--- src/rtl/batalla_pkg.sv ---
// Shared definitions for the battleship board logic: board geometry,
// shot-checker FSM states and the shot result record.
package batalla_pkg;

  localparam int NUM_CASILLAS = 25;
  localparam int TAM_MAX      = 5;

  typedef enum logic [1:0] {
    IDLE,
    SCAN,
    RESP
  } estado_t;

  typedef struct packed {
    logic       impacto;
    logic       repetido;
    logic       hundido;
    logic [2:0] segmento;
  } resultado_t;

endpackage

--- src/rtl/verificador_disparo.sv ---
// Resolves shots against one stored ship, one segment per cycle, keeping a
// per-segment hit bitmap and requesting a register clear when the ship sinks.
module verificador_disparo #(
  parameter int NUM_CASILLAS = batalla_pkg::NUM_CASILLAS,
  parameter int TAM_MAX      = batalla_pkg::TAM_MAX
) (
  input  logic               clk,
  input  logic               rst,
  input  logic [4:0]         barco,
  input  logic [2:0]         tipob,
  input  logic               nuevo,
  input  logic               disparo_valid,
  output logic               disparo_ready,
  input  logic [4:0]         disparo_casilla,
  output logic               res_valid,
  input  logic               res_ready,
  output logic               res_impacto,
  output logic               res_repetido,
  output logic               res_hundido,
  output logic [2:0]         res_segmento,
  output logic [TAM_MAX-1:0] impactos,
  output logic               limpiar
);

  batalla_pkg::estado_t    estado, estado_sig;
  batalla_pkg::resultado_t res, res_sig;
  logic [2:0]              idx, idx_sig;
  logic [4:0]              tiro, tiro_sig;
  logic [TAM_MAX-1:0]      mapa, mapa_sig;
  logic                    limpiar_q, limpiar_sig;
  logic                    barco_valido;
  logic                    tiro_invalido;
  logic [5:0]              suma;
  logic [TAM_MAX-1:0]      bit_idx;

  // True when the bitmap covers every segment of a ship of size tam.
  function automatic logic cubre(input logic [TAM_MAX-1:0] m, input logic [2:0] tam);
    logic [TAM_MAX:0] mascara;
    mascara = ((TAM_MAX+1)'(1) << tam) - (TAM_MAX+1)'(1);
    return (m & mascara[TAM_MAX-1:0]) == mascara[TAM_MAX-1:0];
  endfunction

  assign barco_valido  = (barco != 5'd0) && (tipob != 3'd0) && (int'(tipob) <= TAM_MAX);
  assign tiro_invalido = !barco_valido || (disparo_casilla == 5'd0) ||
                         (int'(disparo_casilla) > NUM_CASILLAS);
  assign suma          = {1'b0, barco} + {3'b000, idx};
  assign bit_idx       = TAM_MAX'(1) << idx;

  always_comb begin
    estado_sig  = estado;
    idx_sig     = idx;
    tiro_sig    = tiro;
    mapa_sig    = mapa;
    res_sig     = res;
    limpiar_sig = 1'b0;
    if (nuevo) begin
      estado_sig = batalla_pkg::IDLE;
      idx_sig    = 3'd0;
      mapa_sig   = '0;
      res_sig    = '0;
    end else begin
      case (estado)
        batalla_pkg::IDLE: begin
          if (disparo_valid) begin
            tiro_sig   = disparo_casilla;
            idx_sig    = 3'd0;
            res_sig    = '0;
            estado_sig = tiro_invalido ? batalla_pkg::RESP : batalla_pkg::SCAN;
          end
        end
        batalla_pkg::SCAN: begin
          if (suma == {1'b0, tiro}) begin
            res_sig.impacto  = 1'b1;
            res_sig.segmento = idx;
            res_sig.repetido = |(mapa & bit_idx);
            mapa_sig         = mapa | bit_idx;
            res_sig.hundido  = barco_valido && cubre(mapa | bit_idx, tipob);
            estado_sig       = batalla_pkg::RESP;
          end else if (({1'b0, idx} + 4'd1) >= {1'b0, tipob}) begin
            // >= rather than == so a ship vanishing mid-scan cannot spin idx forever
            res_sig.hundido = barco_valido && cubre(mapa, tipob);
            estado_sig      = batalla_pkg::RESP;
          end else begin
            idx_sig = idx + 3'd1;
          end
        end
        batalla_pkg::RESP: begin
          if (res_ready) begin
            estado_sig  = batalla_pkg::IDLE;
            limpiar_sig = res.hundido & ~res.repetido;
          end
        end
        default: estado_sig = batalla_pkg::IDLE;
      endcase
    end
  end

  always_ff @(posedge clk or negedge rst) begin
    if (!rst) begin
      estado    <= batalla_pkg::IDLE;
      idx       <= 3'd0;
      tiro      <= 5'd0;
      mapa      <= '0;
      res       <= '0;
      limpiar_q <= 1'b0;
    end else begin
      estado    <= estado_sig;
      idx       <= idx_sig;
      tiro      <= tiro_sig;
      mapa      <= mapa_sig;
      res       <= res_sig;
      limpiar_q <= limpiar_sig;
    end
  end

  assign disparo_ready = (estado == batalla_pkg::IDLE) && !nuevo;
  assign res_valid     = (estado == batalla_pkg::RESP);
  assign res_impacto   = res.impacto;
  assign res_repetido  = res.repetido;
  assign res_hundido   = res.hundido;
  assign res_segmento  = res.segmento;
  assign impactos      = mapa;
  assign limpiar       = limpiar_q;

endmodule

--- config.mk ---
export PLATFORM = sky130hd
export DESIGN_NAME = verificador_disparo
export DESIGN_NICKNAME = d
export VERILOG_FILES = /design/src/rtl/batalla_pkg.sv /design/src/rtl/verificador_disparo.sv
export SDC_FILE = /design/constraint.sdc
export NUM_CORES = 1
export LEC_CHECK = 0
export ABC_CLOCK_PERIOD_IN_PS = 3360
export BUFFER_PORTS_ARGS = -buffer_cell sky130_fd_sc_hd__buf_4
export CAP_MARGIN = 15
export CORE_MARGIN = 3
export CORE_UTILIZATION = 46
export DETAILED_ROUTE_END_ITERATION = 16
export GPL_TIMING_DRIVEN = 1
export PLACE_DENSITY = 0.71
export REMOVE_ABC_BUFFERS = 1
export SETUP_SLACK_MARGIN = 0.02
export SLEW_MARGIN = 20
export SYNTH_ARGS = -nofsm -noshare
export SYNTH_HDL_FRONTEND = slang
export SYNTH_SLANG_ARGS = --single-unit
--- constraint.sdc ---
create_clock -name clk -period 3.36 [get_ports clk]
set_input_delay 0.672 -clock clk [delete_from_list [all_inputs] [get_ports clk]]
set_output_delay 0.672 -clock clk [all_outputs]
set_load 0.05 [all_outputs]
Word level (Yosys, flattened, before mapping)
Index checks and enable logic that the tools add are counted.
{"block": "op_classes", "n_reduce_logical": 23, "shift": 2, "n_mux": 25, "n_eq_ne": 11, "n_bitwise": 7, "magnitude_cmp": 3, "add_sub_neg": 4}
{"operator": "$and 5x5->5", "n": 3}
{"operator": "$mux 3", "n": 5}
{"operator": "$mux 5", "n": 3}
{"operator": "$mux 2", "n": 7}
{"operator": "$mux 6", "n": 2}
{"operator": "$ne 3x3->1 const B", "n": 4}
{"operator": "$pmux 6 s2", "n": 1}
{"operator": "$reduce_and 3->1", "n": 4}
{"operator": "$eq 5x5->1", "n": 2}
{"operator": "$shl 1x3->5 const A", "n": 2}
{"operator": "$add 5x3->6", "n": 1}
{"operator": "$eq 6x5->1", "n": 1}
{"operator": "$pmux 2 s3", "n": 1}
{"operator": "$pmux 3 s2", "n": 1}
{"operator": "$reduce_bool 3->1", "n": 2}
{"operator": "$gt 5x5->1 const B", "n": 1}
{"operator": "$logic_and 1x1->1", "n": 5}
{"operator": "$logic_not 5->1", "n": 1}
{"operator": "$mux 1", "n": 5}
{"operator": "$or 5x5->5", "n": 1}
{"operator": "$reduce_bool 5->1", "n": 1}
{"operator": "$reduce_or 5->1", "n": 1}
{"operator": "$sub 5x2->5 const B", "n": 1}
{"operator": "$add 3x1->4 const B", "n": 1}
{"operator": "15 further kinds", "n": 19}
{"block": "word_totals", "ff_bits": 22, "output_inout_bits": 14, "inputBits": 18, "elab_cells": 84}

Depth between registers and ports, before layout
{"block": "logic_depth", "word_depth": 10, "depth_mapped": 10, "mapped_depth_nobuf": 9}

Worst setup path before layout
Ideal clock, no wire load.
{"block": "synth_timing", "path_type": "input to register", "startpoint": "input port barco[0]", "endpoint": "register mapa[4] (netlist: impactos[4])", "setup_ps": 66, "path_stages": 7, "slack_ps": 668, "path_buffers": 0, "arrival_time_ps": 2625, "t_required_ps": 3294, "cell_sequence": "ha_1 > fa_1 > xor2_1 > or3_1 > nor4_4 > and3_1 > o21ba_1"}
{"block": "synth_between", "elab_chain_cells": 4}
{"element": "from (decl)", "line": "verificador_disparo.sv:9", "text": "input logic [4:0] barco,"}
{"element": "$add 5x3->6", "line": "verificador_disparo.sv:46", "text": "assign suma = {1'b0, barco} + {3'b000, idx};"}
{"element": "$eq 6x5->1", "line": "verificador_disparo.sv:72", "text": "if (suma == {1'b0, tiro}) begin"}
{"element": "$reduce_bool 2->1 (no line)"}
{"element": "$reduce_and 2->1 (no line)"}
{"element": "to (signal assigned)", "line": "verificador_disparo.sv:110", "text": "mapa <= mapa_sig;"}
{"element": "to (decl)", "line": "verificador_disparo.sv:29", "text": "logic [TAM_MAX-1:0] mapa, mapa_sig;"}
No other way between the ends.
A chain may end at the register's enable or synchronous reset.

Final worst setup path
{"block": "layout_timing", "startpoint": "register idx[0]", "endpoint": "register mapa[4] (netlist: impactos[4])"}
{"block": "layout_between", "elab_chain_cells": 5, "word_cells_on_any_way": 9, "classes_between": "add/sub: 1; eq/ne: 1; shift: 1; mux: 3; bitwise: 1; reduce/logical: 2"}
{"element": "from (decl)", "line": "verificador_disparo.sv:27", "text": "logic [2:0] idx, idx_sig;"}
{"element": "from (signal assigned)", "line": "verificador_disparo.sv:108", "text": "idx <= idx_sig;"}
{"element": "branches (longest 5 deep; another with $add 5x3->6)"}
Several ways; the timed one is not identified. The select of a mux whose other input is x is not followed.

==> impl_metrics.yaml <==
clocking:
  cts.htree.levels: 1
  clock_sinks: 22
  clock_path_buffers: 2
  post-cts-setup-buffers: 0
  cts_buffers: 3
  cts.clk_slew.worst_paths_ns: 0.12
  cts-resized-gates: 0
  cts_hold_buf: 0
  cts_tree: "done"
  clockRootBuffer: "clkbuf_4"
  clkLatencyLatePin_ns: 0.31
run:
  maxCapViolations: 0
critical_path:
  path_max_fanout: 10
  startpoint_type: "flip-flop"
  worstPathArrival_ns: 3.08
  startpoint: "idx[0]"
  critPathKind: "reg2reg"
  r2r-start: "idx[0]"
  cp.required_ns: 3.61
  endpoint_kind: "flip-flop"
die:
  fp.dieH_um: 62.80
  rows: 19
  core_area_mm2: 0.002900
  die_x_um: 62.80
  ios: 32
  start_util_pct: 51.16
  dieArea_mm2: 0.003943
detailed_routing:
  dr.pass1.iters: 4
  wl_per_cell_um: 15.65
  via_per_inst: 5.730
  drt_first_iter_violations: 79
  antenna_left: 0
  vias: 1318
  drcViolationCount: 0
  wirelength_mm: 3.599
grt:
  grt_max_degree: 23
  grt_pass1_wl_mm: 6.023
  antenna_found_initial: 0
  grt_pass1_vias: 1333
  grt_use_total_pct: 19.05
  grt.overflow.total: 0
synth:
  synth_warnings: 0
  syn_inst: 157
  synth_flop_cell: "dfrtp_1"
  ys_ff_latch: 22
  async_reset_ff_share_pct: 100.0
  synth_seq_area_share_pct: 37.10
  avgSynthCellArea_um2: 9.452
  syn-cell-area_mm2: 0.001484
  synthDistinctLibCells: 48
  synth_edf_count: 0
placed_design:
  place.gp.congestion: 0.8700
  hpwl_mm: 2.786
  portBuffers: 31
sta:
  finalSetupViolations: 0
  maxSlewHeadroom_pct: 62.16
  max_slew.worst_pin.slew_ns: 0.5633
  fin_tns_setup_ns: 0
  min_period_over_period_pct: 84.14
  hold_viol: 0
  fin_worst_skew_ns: 0.004811
  min_period_ns: 2.827
  drv_slew: 0
  rsz0062_at_grt: "no"
  max_freq_ghz: 0.3537
pwr:
  p_per_area_mw_per_mm2: 396.4
  p_leak_uw: 0.0008435
  p_switching_uw: 257.4
  swShare_pct: 36.48
  ir_drop_mv: 0.2507
  p_int_uw: 448.3
  total_power_uw: 705.7
  p_clk_share_pct: 16.9
  power_frac_seq_pct: 45.9
  combPwrFrac_pct: 37.2
cells_and_area:
  diodes: 0
  final_common_cell: "buf_4"
  drive_above_1_share_pct: 23.40
  fin_nets: 221
  final_cell_mix: "31 x buf_4, 22 x dfrtp_1, 13 x inv_1"
  syn_to_final_growth_pct: 19.98
run_status:
  outcome: "finished, final reports clean"
min_path:
  holdCritPathClass: "in2async"
-- layout make-up --
cell class / count / area, um^2
Tap cell: 42 / 52.55
Multi-Input combinational cell: 119 / 873.3
Clock buffer: 3 / 22.52
Sequential cell: 22 / 550.5
Inverter: 13 / 48.80
Fill cell: 294 / 1120
Timing Repair Buffer: 31 / 232.7
-- synthesized netlist by cell type, drive strengths merged, types with 2 or more instances --
cell type	instances	area share (%)
a21o	3	1.5
a21oi	11	3.7
a22o	5	3.0
and2	3	1.4
clkbuf	3	0.76
dfrtp	22	37
ha	12	10
inv	13	3.3
mux2	5	3.8
nand2	8	2.0
nand2b	2	0.84
nand3	4	1.3
nor2	8	2.0
nor2b	2	0.84
nor3	9	3.4
nor4	2	1.9
o211ai	3	1.5
o21ai	8	2.7
o221ai	2	1.2
o22ai	2	0.84
or2	2	0.84
or3	2	0.84
xnor2	3	1.8
xor2	3	1.8
-- routing by layer --
| metal | global-route usage [%] | vias up | wire length (um) |
|---|---|---|---|
| li1 | - | 643 | - |
| met1 | 25.37 | 639 | 1648 |
| met2 | 31.29 | 32 | 1737 |
| met3 | 3.237 | 4 | 182 |
| met4 | 6.336 | 0 | 29 |
| met5 | 0 | - | 0 |
-- path summary, 6_finish.rpt --
path	to	slack, ns	cells past startpoint
max in group asynchronous	impactos[0]	2.90	1
worst min register to register	res_impacto	0.51	1
min in group clk	res_impacto	0.51	1
worst min-delay path	res_impacto	0.23	1
worst max register to register	impactos[4]	0.53	7
worst max-delay path	impactos[4]	0.53	7
-- kinds of logic after synthesis --
group           count (synthesis)  synth area share [%]
flops                          22                 37.10
xor+xnor                        6                 3.542
compound gates                 45                 20.57
simple gates                   50                 19.48
mux                             5                 3.794
buf+inv                        16                 4.047
fa+ha+maj                      13                 11.47
-- flip-flops by register name, indices dropped and copies added (netlist names) --
| name | cells |
|---|---|
| limpiar | 1 |
| res_hundido | 1 |
| res_repetido | 1 |
| tiro | 5 |
| estado | 2 |
| res_segmento | 3 |
| impactos | 5 |
| res_impacto | 1 |
| idx | 3 |
-- power by group through the flow --
| stage | logic, uW | clock network, uW | registers, uW |
|---|---|---|---|
| 3_3_place_gp | 253 | 0 | 328 |
| 6_report | 263 | 119 | 324 |
| 4_1_cts | 263 | 126 | 323 |
| 3_5_place_dp | 260 | 0 | 328 |
| 5_1_grt | 291 | 133 | 328 |
| 2_1_floorplan | 190 | 0 | 319 |
-- worst max-delay path, stage by stage (launching register included) --
cell and delay [ns]:
dfrtp_1 0.57, ha_1 0.27, fa_1 0.44, xor2_1 0.18, or3_1 0.44, nor4_4 0.52, and3_1 0.23, o21ba_1 0.12
-- metrics by stage --
stage / utilization (%) / hold slack, ns / instance area (um^2) / setup WS [ns] / cells
after floorplan: - / 0.3764 / 1473 / 0.6685 / 154
after global placement: 60.61 / 0.4751 / 1758 / 0.4144 / 227
after detailed placement: 60.61 / 0.4765 / 1758 / 0.3455 / 227
after CTS: 61.39 / 0.2307 / 1780 / 0.5757 / 230
after global routing: 61.39 / 0.2360 / 1780 / 0.3472 / 230
final: 61.39 / 0.2347 / 1780 / 0.5330 / 230
Power figures use the tool's default switching activity.
